File: config.mk
export PLATFORM = sky130hd
export DESIGN_NAME = cache_plru_tree_flat
export DESIGN_NICKNAME = d
export VERILOG_FILES = /design/src/rtl/cache_plru_tree_pkg.sv /design/src/rtl/cache_plru_tree_if.sv /design/src/rtl/cache_plru_tree_victim_sel.sv /design/src/rtl/cache_plru_tree.sv /design/src/flat_wrapper.sv
export SDC_FILE = /design/constraint.sdc
export NUM_CORES = 1
export LEC_CHECK = 0
export ABC_CLOCK_PERIOD_IN_PS = 5000
export CAP_MARGIN = 40
export CORE_ASPECT_RATIO = 1.4
export CORE_MARGIN = 2
export CORE_UTILIZATION = 52
export DETAILED_ROUTE_END_ITERATION = 8
export GPL_ROUTABILITY_DRIVEN = 0
export PLACE_DENSITY = 0.72
export REMOVE_ABC_BUFFERS = 1
export SLEW_MARGIN = 20
export SYNTH_ARGS = -nofsm -noshare
export SYNTH_HDL_FRONTEND = slang
export SYNTH_HIERARCHICAL = 1
export SYNTH_SLANG_ARGS = --single-unit
File: constraint.sdc
create_clock -name clk_i -period 5 [get_ports clk_i]
set_input_delay 1.5 -clock clk_i [delete_from_list [all_inputs] [get_ports clk_i]]
set_output_delay 1.5 -clock clk_i [all_outputs]
set_load 0.005 [all_outputs]
File: src/rtl/cache_plru_tree_pkg.sv
// Shared types, defaults and tree-walk helpers for the tree pseudo-LRU controller.
// Helpers operate on a fixed-size node vector so one function serves every WAYS up to 64.
package cache_plru_tree_pkg;

    localparam int DEF_WAYS        = 4;
    localparam int DEF_SETS        = 64;
    localparam int PLRU_MAX_LEVELS = 6;
    localparam int PLRU_EXT        = 128;
    localparam int PLRU_IDX_W      = 7;

    typedef logic [PLRU_EXT-1:0]        plru_ext_t;
    typedef logic [PLRU_IDX_W-1:0]      plru_idx_t;
    typedef logic [PLRU_MAX_LEVELS-1:0] plru_way_t;

    function automatic plru_idx_t plru_left(input plru_idx_t n);
        return {n[PLRU_IDX_W-2:0], 1'b1};
    endfunction

    function automatic plru_idx_t plru_right(input plru_idx_t n);
        return {n[PLRU_IDX_W-2:0], 1'b0} + plru_idx_t'(2);
    endfunction

    // Set every node on the path to 'way' to that way's index bit, MSB at the root.
    function automatic plru_ext_t plru_touch(input plru_ext_t tree, input plru_way_t way,
                                             input int levels);
        plru_ext_t t;
        plru_idx_t node;
        plru_way_t w;
        t    = tree;
        node = '0;
        w    = way << (PLRU_MAX_LEVELS - levels);
        for (int l = 0; l < PLRU_MAX_LEVELS; l++) begin
            if (l < levels) begin
                t[node] = w[PLRU_MAX_LEVELS-1];
                node    = w[PLRU_MAX_LEVELS-1] ? plru_right(node) : plru_left(node);
                w       = w << 1;
            end
        end
        return t;
    endfunction

endpackage

File: src/rtl/cache_plru_tree_if.sv
// Access bus of the PLRU controller: touch, victim query/result and set invalidate.
interface cache_plru_tree_if
    import cache_plru_tree_pkg::*;
#(
    parameter int WAYS = DEF_WAYS,
    parameter int SETS = DEF_SETS
);
    localparam int WAY_W = $clog2(WAYS);
    localparam int SET_W = $clog2(SETS);

    logic             touch_valid;
    logic [SET_W-1:0] touch_set;
    logic [WAY_W-1:0] touch_way;
    logic             vic_req;
    logic [SET_W-1:0] vic_set;
    logic [WAYS-1:0]  vic_valid_mask;
    logic [WAYS-1:0]  vic_lock_mask;
    logic             vic_alloc;
    logic             inv;
    logic [SET_W-1:0] inv_set;
    logic             vic_ack;
    logic [WAY_W-1:0] vic_way;
    logic             vic_none;

    modport master (
        output touch_valid, touch_set, touch_way,
        output vic_req, vic_set, vic_valid_mask, vic_lock_mask, vic_alloc,
        output inv, inv_set,
        input  vic_ack, vic_way, vic_none
    );

    modport slave (
        input  touch_valid, touch_set, touch_way,
        input  vic_req, vic_set, vic_valid_mask, vic_lock_mask, vic_alloc,
        input  inv, inv_set,
        output vic_ack, vic_way, vic_none
    );
endinterface

File: src/rtl/cache_plru_tree_victim_sel.sv
// Combinational victim choice: first unlocked invalid way, else a lock-aware tree walk.
module plru_victim_sel
    import cache_plru_tree_pkg::*;
#(
    parameter int WAYS  = DEF_WAYS,
    parameter int WAY_W = $clog2(WAYS)
) (
    input  logic [WAYS-2:0]  tree,
    input  logic [WAYS-1:0]  valid_mask,
    input  logic [WAYS-1:0]  lock_mask,
    output logic [WAY_W-1:0] way,
    output logic             none
);
    logic [WAYS-2:0]  left_avail;
    logic [WAYS-2:0]  right_avail;
    plru_ext_t        tree_ext;
    plru_ext_t        left_ext;
    plru_ext_t        right_ext;
    plru_idx_t        node;
    plru_way_t        walk_bits;
    logic             go_right;
    logic             inv_found;
    logic [WAY_W-1:0] inv_way;

    // Heap-ordered nodes; a subtree is available if any leaf under it is unlocked.
    for (genvar gi = 0; gi < WAYS - 1; gi++) begin : g_node
        logic l_av;
        logic r_av;
        logic av;
        if (2 * gi + 1 >= WAYS - 1) begin : g_leaf
            assign l_av = ~lock_mask[2 * gi + 1 - (WAYS - 1)];
            assign r_av = ~lock_mask[2 * gi + 2 - (WAYS - 1)];
        end else begin : g_inner
            assign l_av = g_node[2 * gi + 1].av;
            assign r_av = g_node[2 * gi + 2].av;
        end
        assign av              = l_av | r_av;
        assign left_avail[gi]  = l_av;
        assign right_avail[gi] = r_av;
    end

    assign tree_ext  = plru_ext_t'(tree);
    assign left_ext  = plru_ext_t'(left_avail);
    assign right_ext = plru_ext_t'(right_avail);
    assign none      = ~(left_avail[0] | right_avail[0]);

    always_comb begin
        node      = '0;
        walk_bits = '0;
        go_right  = 1'b0;
        for (int l = 0; l < PLRU_MAX_LEVELS; l++) begin
            if (l < WAY_W) begin
                go_right = ~tree_ext[node];
                if (go_right && !right_ext[node]) begin
                    go_right = 1'b0;
                end else if (!go_right && !left_ext[node]) begin
                    go_right = 1'b1;
                end
                walk_bits = {walk_bits[PLRU_MAX_LEVELS-2:0], go_right};
                node      = go_right ? plru_right(node) : plru_left(node);
            end
        end
    end

    always_comb begin
        inv_found = 1'b0;
        inv_way   = '0;
        for (int i = WAYS - 1; i >= 0; i--) begin
            if (!valid_mask[i] && !lock_mask[i]) begin
                inv_found = 1'b1;
                inv_way   = WAY_W'(i);
            end
        end
    end

    assign way = none ? '0 : (inv_found ? inv_way : walk_bits[WAY_W-1:0]);

endmodule

File: src/rtl/cache_plru_tree.sv
// Tree pseudo-LRU replacement state for SETS sets with a registered, lock-aware victim query.
module cache_plru_tree
    import cache_plru_tree_pkg::*;
#(
    parameter int WAYS = DEF_WAYS,
    parameter int SETS = DEF_SETS
) (
    input  logic              clk_i,
    input  logic              rst_i,
    cache_plru_tree_if.slave  bus
);
    localparam int WAY_W = $clog2(WAYS);
    localparam int SET_W = $clog2(SETS);

    logic [WAYS-2:0]  tree_rd [SETS];
    logic [WAYS-2:0]  vic_tree;
    logic [WAY_W-1:0] sel_way;
    logic             sel_none;
    logic             alloc_fire;
    logic             vic_ack_reg;
    logic [WAY_W-1:0] vic_way_reg;
    logic             vic_none_reg;

    assign vic_tree = tree_rd[bus.vic_set];

    plru_victim_sel #(
        .WAYS  (WAYS),
        .WAY_W (WAY_W)
    ) u_victim_sel (
        .tree       (vic_tree),
        .valid_mask (bus.vic_valid_mask),
        .lock_mask  (bus.vic_lock_mask),
        .way        (sel_way),
        .none       (sel_none)
    );

    assign alloc_fire = bus.vic_req & bus.vic_alloc & ~sel_none;

    // Per-set update: touch, then allocate, then invalidate, so later writes win.
    for (genvar gi = 0; gi < SETS; gi++) begin : g_set
        logic [WAYS-2:0] tree_reg;
        logic [WAYS-2:0] tree_next;
        plru_ext_t       t_ext;

        always_comb begin
            t_ext = plru_ext_t'(tree_reg);
            if (bus.touch_valid && bus.touch_set == SET_W'(gi)) begin
                t_ext = plru_touch(t_ext, plru_way_t'(bus.touch_way), WAY_W);
            end
            if (alloc_fire && bus.vic_set == SET_W'(gi)) begin
                t_ext = plru_touch(t_ext, plru_way_t'(sel_way), WAY_W);
            end
            tree_next = t_ext[WAYS-2:0];
            if (bus.inv && bus.inv_set == SET_W'(gi)) begin
                tree_next = '0;
            end
        end

        always_ff @(posedge clk_i) begin
            if (rst_i) begin
                tree_reg <= '0;
            end else begin
                tree_reg <= tree_next;
            end
        end

        assign tree_rd[gi] = tree_reg;
    end

    always_ff @(posedge clk_i) begin
        if (rst_i) begin
            vic_ack_reg  <= 1'b0;
            vic_way_reg  <= '0;
            vic_none_reg <= 1'b0;
        end else begin
            vic_ack_reg <= bus.vic_req;
            if (bus.vic_req) begin
                vic_way_reg  <= sel_way;
                vic_none_reg <= sel_none;
            end
        end
    end

    assign bus.vic_ack  = vic_ack_reg;
    assign bus.vic_way  = vic_way_reg;
    assign bus.vic_none = vic_none_reg;

endmodule

File: src/flat_wrapper.sv
// flat-port wrapper written by rule: the top's interface ports become plain ports
module cache_plru_tree_flat import cache_plru_tree_pkg::*;
#(
    parameter int WAYS = DEF_WAYS,
    parameter int SETS = DEF_SETS
)
  (clk_i, rst_i, bus_touch_valid, bus_touch_set, bus_touch_way, bus_vic_req, bus_vic_set, bus_vic_valid_mask, bus_vic_lock_mask, bus_vic_alloc, bus_inv, bus_inv_set, bus_vic_ack, bus_vic_way, bus_vic_none);
  cache_plru_tree_if #(.WAYS(WAYS), .SETS(SETS)) bus_i ();
  input  logic clk_i;
  input  logic rst_i;
  input wire logic [$bits(bus_i.touch_valid)-1:0] bus_touch_valid;
  input wire logic [$bits(bus_i.touch_set)-1:0] bus_touch_set;
  input wire logic [$bits(bus_i.touch_way)-1:0] bus_touch_way;
  input wire logic [$bits(bus_i.vic_req)-1:0] bus_vic_req;
  input wire logic [$bits(bus_i.vic_set)-1:0] bus_vic_set;
  input wire logic [$bits(bus_i.vic_valid_mask)-1:0] bus_vic_valid_mask;
  input wire logic [$bits(bus_i.vic_lock_mask)-1:0] bus_vic_lock_mask;
  input wire logic [$bits(bus_i.vic_alloc)-1:0] bus_vic_alloc;
  input wire logic [$bits(bus_i.inv)-1:0] bus_inv;
  input wire logic [$bits(bus_i.inv_set)-1:0] bus_inv_set;
  output wire logic [$bits(bus_i.vic_ack)-1:0] bus_vic_ack;
  output wire logic [$bits(bus_i.vic_way)-1:0] bus_vic_way;
  output wire logic [$bits(bus_i.vic_none)-1:0] bus_vic_none;
  assign bus_i.touch_valid = bus_touch_valid;
  assign bus_i.touch_set = bus_touch_set;
  assign bus_i.touch_way = bus_touch_way;
  assign bus_i.vic_req = bus_vic_req;
  assign bus_i.vic_set = bus_vic_set;
  assign bus_i.vic_valid_mask = bus_vic_valid_mask;
  assign bus_i.vic_lock_mask = bus_vic_lock_mask;
  assign bus_i.vic_alloc = bus_vic_alloc;
  assign bus_i.inv = bus_inv;
  assign bus_i.inv_set = bus_inv_set;
  assign bus_vic_ack = bus_i.vic_ack;
  assign bus_vic_way = bus_i.vic_way;
  assign bus_vic_none = bus_i.vic_none;
  cache_plru_tree #(.WAYS(WAYS), .SETS(SETS)) u_core (.clk_i(clk_i), .rst_i(rst_i), .bus(bus_i));
endmodule
Word level (Yosys, flattened, before mapping)
Cells that the tools add are included.

cells by class
  magnitude comparators = 258
  equality and inequality tests = 189
  mux-type cells = 922
  bitwise gates (word level) = 13
  reduce and logical (&&, ||, !) cells = 471

operators with widths
  cell                  number
  $bwmux W128           128
  $mux W128             64
  $lt A7 B8 Y1 const B  128
  $demux W1 S7          128
  $ge A7 B1 Y1 const B  128
  $mux W7               128
  $mux W6               128
  $eq A6 B6 Y1 const B  96
  $logic_and A1 B1 Y1   328
  $eq A6 B5 Y1 const B  48
  $mux W1               267
  $mux W3               66
  $eq A6 B4 Y1 const B  24
  $reduce_bool A2 Y1    64
  $reduce_or A2 Y1      64
  $eq A6 B3 Y1 const B  12
  $eq A6 B2 Y1 const B  6
  $bmux W1 S7           3
  $bmux W3 S6           1
  $eq A6 B1 Y1 const B  3
  $logic_not A6 Y1      3
  $mux W2               9
  $logic_not A1 Y1      12
  $lt A2 B8 Y1 const B  1
  5 further kinds       14

storage, ports and cells
  input bits = 34
  bits in registers = 196

Logic depth before layout (Yosys ltp)
Gate-level depths: netlist of the first run.

  word-level depth = 24
  gate-level depth with buffers = 15
  mapped depth without buffers = 10

By module
Netlist of the first run, hierarchy kept.

by module, submodules not included
  module           cells an instance  seq. area each (um2)  instances  area an instance (um2)
  cache_plru_tree  1632               3923.8                1          13503.0
  plru_victim_sel  20                 0.0                   1          127.6

Worst setup path after synthesis of the first run
No wires, ideal clock.

  path type = input-to-reg
  start point = input port bus_vic_set[1]
  end point = register u_core.g_set[46].tree_reg[2]
  cell stages on the path = 15
  arrival time = 4.689 ns
  data required time = 4.874 ns
  setup slack = 0.185 ns
  library setup time = 0.126 ns
  path buffers = 6
  path through = buf_2 -> buf_6 -> buf_2 -> mux4_2 -> a22oi_1 -> a21oi_1 -> or4_1 -> a21boi_0 -> o21ai_0 -> and3_1 -> clkbuf_1 -> clkbuf_1 -> clkbuf_1 -> nor4b_1 -> nor3_1

on the way
  elaborated cells between the ends (all ways) = 37
  those cells by class = order compare: 2; eq/ne: 1; mux: 23; bitwise: 3; reduce/logical: 8

RTL lines
  element                                                                    RTL line                                                            text
  start, declared                                                            flat_wrapper.sv:15                                                  input wire logic [$bits(bus_i.vic_set)-1:0] bus_vic_set;
  $not A6 Y7 (not written as such) (*)                                       cache_plru_tree.sv:24                                               assign vic_tree = tree_rd[bus.vic_set];
  $bmux W3 S6 (*)                                                            cache_plru_tree.sv:24
  $mux W3 (not written as such) (*) (2 in a row)                             cache_plru_tree.sv:24
  named net u_core.vic_tree[0]                                               cache_plru_tree.sv:16                                               logic [WAYS-2:0] vic_tree;
  $logic_and A1 B1 Y1 / $not A1 Y1 (equally long branches)                   cache_plru_tree_victim_sel.sv:56, cache_plru_tree_victim_sel.sv:53
  $mux W1 / $logic_and A1 B1 Y1 (equally long branches)                      cache_plru_tree_victim_sel.sv:56, cache_plru_tree_victim_sel.sv:54
  $mux W1 (*)                                                                cache_plru_tree_victim_sel.sv:54                                    if (go_right && !right_ext[node]) begin
  $mux W2 (*) (2 in a row)                                                   cache_plru_tree_victim_sel.sv:76                                    assign way = none ? '0 : (inv_found ? inv_way : walk_bits[WAY_W-1:0]);
  named net u_core.sel_way[1]                                                cache_plru_tree.sv:17                                               logic [WAY_W-1:0] sel_way;
  $mux W2 (*)                                                                cache_plru_tree_pkg.sv:35                                           node = w[PLRU_MAX_LEVELS-1] ? plru_right(node) : plru_left(node);
  $mux W7 (*)                                                                cache_plru_tree.sv:50                                               if (alloc_fire && bus.vic_set == SET_W'(gi)) begin
  $lt A7 B8 Y1 (not written as such) / $ge A7 B1 Y1 (equally long branches)  cache_plru_tree_pkg.sv:34                                           t[node] = w[PLRU_MAX_LEVELS-1];
  $logic_and A1 B1 Y1 (not written as such)                                  cache_plru_tree_pkg.sv:34
  $mux W1 (not written as such)                                              cache_plru_tree_pkg.sv:34
  $demux W1 S7 (*)                                                           n/a
  $bwmux W128 (*)                                                            cache_plru_tree_pkg.sv:34
  $mux W3 (*)                                                                cache_plru_tree.sv:50
  end signal, assigned                                                       cache_plru_tree.sv:63                                               tree_reg <= tree_next;
  end, declared                                                              cache_plru_tree.sv:41                                               logic [WAYS-2:0] tree_reg;

Mark *: on every way through the listed nets, which the timed path passes. The rest lies on a longest branch. The select of a mux whose other input is x is not followed.
A chain may end at the register's enable or synchronous reset.

Worst setup path in the final report of the first run
  start point = input port bus_vic_set[3]
  end point = register u_core.g_set[26].tree_reg[2]

on the way
  longest elaborated chain between the ends = 19
  elaborated cells between the ends (all ways) = 37
  those cells by class = order compare: 2; eq/ne: 1; mux: 23; bitwise: 3; reduce/logical: 8

RTL lines
  element                                                   RTL line                                                            text
  $not A6 Y7 (not written as such) (*)                      cache_plru_tree.sv:24
  $bmux W3 S6 (*)                                           cache_plru_tree.sv:24
  $mux W3 (not written as such) (*) (2 in a row)            cache_plru_tree.sv:24
  named net u_core.vic_tree[0]                              cache_plru_tree.sv:16
  $logic_and A1 B1 Y1 / $not A1 Y1 (equally long branches)  cache_plru_tree_victim_sel.sv:56, cache_plru_tree_victim_sel.sv:53
  $mux W1 / $logic_and A1 B1 Y1 (equally long branches)     cache_plru_tree_victim_sel.sv:56, cache_plru_tree_victim_sel.sv:54
  $mux W1                                                   cache_plru_tree_victim_sel.sv:54
  $mux W2                                                   cache_plru_tree_victim_sel.sv:60                                    node = go_right ? plru_right(node) : plru_left(node);
  [3 not listed]                                            n/a
  $logic_and A1 B1 Y1                                       cache_plru_tree_victim_sel.sv:56                                    end else if (!go_right && !left_ext[node]) begin
  $mux W1                                                   cache_plru_tree_victim_sel.sv:56
  $mux W1 (*)                                               cache_plru_tree_victim_sel.sv:54
  $mux W2 (*) (2 in a row)                                  cache_plru_tree_victim_sel.sv:76
  named net u_core.sel_way[0]                               cache_plru_tree.sv:17
  $mux W6 (*)                                               cache_plru_tree.sv:50
  $bwmux W128 (*)                                           cache_plru_tree_pkg.sv:34
  $mux W3 (*)                                               cache_plru_tree.sv:50
  end signal, assigned                                      cache_plru_tree.sv:63
  end, declared                                             cache_plru_tree.sv:41

Marked as above.

==> results.txt, run 1 <==
Flip-flop count of the largest register after layout: 192
Core Region: 25900 sq um
FP Rows: 70
Worst clock skew: 8.69 ps
H-tree levels: 4
Met3 Wirelength: 7.98 mm
Crit share post-route: 96.9%
Async set or reset register ratio after synthesis: 0%
Pint: 2.46 mW
Pwr/cell area: 230 nW/um^2
Clk_lat worst skew: 460 ps
DR iter-0 viols: 2488
Startpoint Class: input port
Post-DR wirelength/cell: 28.8 um
Switching Fraction: 29.8%
#FFs+latches synth: 196
Worst Path Buf+Inv: 3
Mapped Cells: 1652
Number of synthesized flops with an enable pin: 0
Ant diodes: 0
Post-CTS sizing: 0
Ranking of synthesized cells by area: dfxtp_1, mux2i_1, a211oi_1
M1 WL: 19.1 mm
Max Clock Freq: 206 MHz
Placed cells: 1932
Routed vias/inst: 7.38
Fin crit period: 4840 ps
CTS tree: built
CTS Hold Buffers Added: 0
Vias in the first global route: 13900
Antenna violations before repair: 0
Pins over their slew limit: 0
Critical path type: input port to register
Global route overflow: 0
Worst slew margin relative to its limit: 36.6%
CP Max Fanout: 65
Hold slack final: 506 ps
CTS buffer count: 17
Global-route wire length before repair: 85.4 mm
Reg clk slew, reported paths: 70 ps
Outcome: finished, final reports clean
Initial Util: 52.6%
Clock Path Buffers: 2
Largest net degree at the start of global routing: 66
Critical-path top delay cell: clkdlybuf4s50_1
Die width: 141 um
PortBufs: 37
Slowest stage delay, CP: 600 ps
Critical-path cell list: clkdlybuf4s50_1 > and2_1 > a22oi_1 > a21oi_1 > or4_1 > buf_4 > a21oi_1 > nor3_1 > o32ai_4 > buf_12 > nor3_1 > a211oi_1
Netlist cell types: 65
Gr usage total: 41.3%
Synth warn: 6
Die height: 196 um
Top-area cell type share of the netlist area: 28.8%
Mapped Area: 13600 sq um
Hpwl dp: 36.7 mm
Register area share after synthesis: 28.8%
Detailed Route WL: 56.6 mm
Worst hold path class: register to register
Worst Path Required: 5350 ps
Worst Tran Pin Value: 947 ps
Final setup fails: 0
Area delta synth->final: 11.8%
Final Hold Viols: 0
WP data arrival: 5190 ps
Drc violations: 0
Prevailing post-synth register cell: dfxtp_1
DR WL met2: 24.1 mm
Top Layer Used: met4
Final #Nets: 1662
Post-DRT Antenna Nets: 0
Die area: 27500 sq um
Setup bufs post-CTS: 0
Top-count cell post-synth: nand2_1
Root Driver: clkbuf_16
DR vias: 14500
Leakage: 5.62 nW
Share of layout cells above drive strength 1: 14.0%
Sink Count: 196
RSZ-0062 raised after global routing: false
Comb power frac: 17.4%
Layout Cells excl Fill: 1964
Area leader, netlist: dfxtp_1
Reg power frac: 45.1%
Syn Area/Cell: 8.25 sq um
Peak VDD IR: 0.185 mV
Io pins: 38
Clk pwr share: 37.5%
Net switching power: 1.04 mW
MaxCap Viol Count: 0
Detailed-router iteration count before antenna repair: 7
Top post-synthesis cells by count: nand2_1, dfxtp_1, a211oi_1
Endpoint type of the worst setup path: register
Crit path max-delay family: compound AO/OA/AOI/OAI gates
[stage by stage]
stage | worst slack [ps] | utilization (%) | power [mW] | cell area, sq um | TNS [ps]
4_1_cts | 311 | 58.7 | 3.46 | 15200 | 0
2_1_floorplan | -6790 | - | 1.84 | 12800 | -803150
5_1_grt | 64.5 | 58.8 | 3.57 | 15200 | 0
3_3_place_gp | -89.7 | 56.4 | 2.18 | 14600 | -370
3_5_place_dp | -138 | 56.7 | 2.19 | 14700 | -5490
6_report | 157 | 58.8 | 3.50 | 15200 | 0
[routing by layer]
metal	GRT usage [%]	up-vias
met5	0	-
met4	32.1	0
met3	12.8	380
met2	61.0	1261
met1	49.7	6740
li1	-	6116
[power groups by stage]
stage          Clock [mW]  Combinational [mW]  Sequential [mW]
5_1_grt              1.37               0.622             1.58
2_1_floorplan           0               0.226             1.61
4_1_cts              1.30               0.577             1.58
3_5_place_dp            0               0.576             1.61
3_3_place_gp            0               0.567             1.61
6_report             1.31               0.608             1.58
[cells by family after synthesis]
logic type	count (synthesis)	synth area share [%]
AO/OA/AOI/OAI	363	19.6
buffers and inverters	191	5.97
flip-flops	196	28.8
multiplexers	191	18.4
AND/OR/NAND/NOR	711	27.2
[worst min-delay path, delay by kind of cell (launching register included)]
family,cells,cell delay [ps]
muxes,1,70
and+or+nand+nor,1,80
DFF,1,330
[final cells by class]
class | instances | area (sq um)
clock buffers | 27 | 503
clock inverters | 4 | 22.5
fillers | 2267 | 10700
inverters | 3 | 11.3
multi-input cells | 1265 | 9030
flip-flops and latches | 196 | 3920
well taps | 324 | 405
repair buffers | 145 | 1350
[final timing paths]
kind / from / endpoint / slack, ps / cells after the start
worst max-delay path: bus_vic_set[3] / u_core/g_set[26].tree_reg[2]$_SDFF_PP0_ / 160 / 12
worst min-delay path: u_core/bus.vic_way[1]$_SDFFE_PP0P_ / u_core/bus.vic_way[1]$_SDFFE_PP0P_ / 510 / 2
worst max register to register: u_core/g_set[31].tree_reg[0]$_SDFFE_PP0P_ / u_core/g_set[26].tree_reg[2]$_SDFF_PP0_ / 1330 / 11
worst min register to register: u_core/bus.vic_way[1]$_SDFFE_PP0P_ / u_core/bus.vic_way[1]$_SDFFE_PP0P_ / 510 / 2
[cells in the final DEF (no fill, tap or decap), types with 9 or more instances in the layout]
cell type,instances
nand2_1,303
dfxtp_1,196
a211oi_1,165
nor3_1,164
mux2i_1,143
buf_4,93
a21o_1,64
mux4_2,48
nand3_1,35
clkdlybuf4s50_1,32
nor2_1,28
a21boi_0,28
a21oi_1,26
a22oi_1,24
nand2b_1,19
clkbuf_16,17
and2_1,17
nor4_1,17
buf_12,14
and4b_1,11
a221oi_1,10
o21ai_0,10
and3_1,9
a311oi_1,9
No activity file was read; power rests on OpenSTA's default activity.
==> run 2, diff against run 1 <==
Settings changed: CORE_UTILIZATION 52 to 25, PLACE_DENSITY 0.72 to unset, SYNTH_HIERARCHICAL 1 to unset.
==> results.txt, run 2 <==
CTS buffer count: 17
#FFs+latches synth: 196
Initial Util: 25.4%
Hpwl dp: 35.1 mm
Global-route wire length before repair: 76.6 mm
Final instance area: 14500 sq um
Vias in the first global route: 12500
PortBufs: 37
Reg clk slew, reported paths: 80 ps
Share of layout cells above drive strength 1: 14.5%
Ant diodes: 0
Netlist cell types: 49
Most common cell after layout, fill and taps aside: nand2_1
Tot Pwr: 3.53 mW
Clock Path Buffers: 2
Root Driver: clkbuf_16
Critical path type: input port to register
Mapped Area: 12500 sq um
Core Region: 49100 sq um
Top-count cell post-synth: nand2_1
WP data arrival: 4770 ps
Area delta synth->final: 16.1%
Ranking of synthesized cells by area: dfxtp_1, nand2_1, mux4_2
Largest net degree at the start of global routing: 77
Placed cells: 2202
MaxCap Viol Count: 0
Outcome: finished, final reports clean
Top post-synthesis cells by count: nand2_1, dfxtp_1, nor2_1
Number of synthesized flops with an enable pin: 0
Top-area cell type share of the netlist area: 31.5%
Layout Cells excl Fill: 2236
Register area share after synthesis: 31.5%
Fin crit period: 4380 ps
Worst Tran Pin Value: 965 ps
FP Rows: 96
Worst Path Buf+Inv: 4
Final #Nets: 1620
Post-CTS sizing: 0
Pwr/cell area: 244 nW/um^2
Peak VDD IR: 0.249 mV
Global route overflow: 0
Final Hold Viols: 0
Routed vias/inst: 5.86
Commonest non-fill, non-tap cells in the layout: nand2_1, dfxtp_1, nor2_1
Worst Path Required: 5390 ps
DR iter-0 viols: 1318
Final core occ: 29.5%
Detailed Route WL: 51.4 mm
Endpoint type of the worst setup path: register
Detailed-router iteration count before antenna repair: 9
Clk_lat worst skew: 480 ps
Synth warn: 0
RSZ-0062 raised after global routing: false
Final setup fails: 0
Crit share post-route: 87.6%
CTS Hold Buffers Added: 0
Most Frequent Cell on Critical Path: buf_4
Mapped Cells: 1573
Async set or reset register ratio after synthesis: 0%
CP Max Fanout: 28
Worst slew margin relative to its limit: 35.1%
Pins over their slew limit: 0
Max Clock Freq: 228 MHz
Setup bufs post-CTS: 0
H-tree levels: 4
Hold slack final: 487 ps
Startpoint Class: input port
CTS tree: built
Crit path max-delay family: compound AO/OA/AOI/OAI gates
Critical-path top delay cell: mux4_2
Flip-flop count of the largest register after layout: 192
Area leader, netlist: dfxtp_1
Gr usage total: 19.9%
Sink Count: 196
Antenna violations before repair: 1
Post-Place Cell Area: 13900 sq um
Critical-path cell list: buf_2 > buf_4 > buf_4 > mux4_2 > a22oi_1 > a21oi_1 > or4_1 > o32a_1 > a211o_1 > or2_2 > buf_12 > a311oi_1
Die width: 193 um
Slowest stage delay, CP: 490 ps
Worst clock skew: 15.1 ps
Die height: 268 um
Drc violations: 0
DR vias: 13100
Post-DR wirelength/cell: 23.0 um
Die area: 51700 sq um
Syn Area/Cell: 7.92 sq um
Leakage: 6.02 nW
Io pins: 38
Post-DRT Antenna Nets: 0
Worst hold path class: register to register
Prevailing post-synth register cell: dfxtp_1
-- run 2: cell count changes in the layout (fill, tap and decap cells not counted), moves of 52 or more --
cell and change:
a211oi_1 -165, a21oi_1 +101, a31oi_1 +52, mux2_2 +52, mux2i_1 -59, nand3_1 +85
nor2_1 +146, nor3_1 -140, o21ai_0 +98
-- run 2: worst min-delay path, cell delays in order, from the launching register on --
cell,delay [ps]
dfxtp_1,310
nand2_1,60
a311oi_1,80
-- run 2: layer usage --
layer,up-vias,wire (um),track usage [%]
met4,0,4750,16.0
li1,5796,-,-
met5,-,0,0
met3,249,4660,4.38
met2,845,24100,32.4
met1,6208,17900,22.2
-- run 2: where the power goes --
group / total [mW] / internal [mW] / switching (mW)
logic: 0.542 / 0.157 / 0.385
clock network: 1.41 / 0.720 / 0.692
registers: 1.58 / 1.57 / 0.00830
total: 3.53 / 2.45 / 1.09
-- run 2: path summary, 6_finish.rpt --
path              cells past startpoint  slack, ps                                         to                                 startpoint
setup / recovery                     12        620    u_core.g_set[31].tree_reg[1]$_SDFF_PP0_                             bus_vic_set[0]
hold / removal                        2        490  u_core.g_set[12].tree_reg[0]$_SDFFE_PP0P_  u_core.g_set[12].tree_reg[0]$_SDFFE_PP0P_
setup reg to reg                      9       1750    u_core.g_set[31].tree_reg[1]$_SDFF_PP0_    u_core.g_set[57].tree_reg[2]$_SDFF_PP0_
hold reg to reg                       2        490  u_core.g_set[12].tree_reg[0]$_SDFFE_PP0P_  u_core.g_set[12].tree_reg[0]$_SDFFE_PP0P_
-- run 2: kinds of logic (layout without fill, tap and decap cells) --
kind of cell,Yosys count,after routing,synth area share [%]
compound gates,440,440,23.2
flops,196,196,31.5
mux,178,178,19.1
buf+inv,129,155,4.63
simple gates,630,630,21.6
-- run 2: area by class of cell --
class / count / area, sq um
clock buffer: 19 / 453
clock inverter: 13 / 124
fill: 5116 / 34700
inverter: 5 / 18.8
multi-input combinational: 1248 / 8010
sequential: 196 / 3920
tap: 637 / 797
timing repair buffer: 118 / 1140
-- run 2: stage by stage --
stage | setup TNS, ps | worst slack [ps]
after floorplan | -99940 | -1590
after global placement | 0 | 205
after detailed placement | 0 | 182
after CTS | 0 | 660
after global routing | 0 | 442
final | 0 | 618
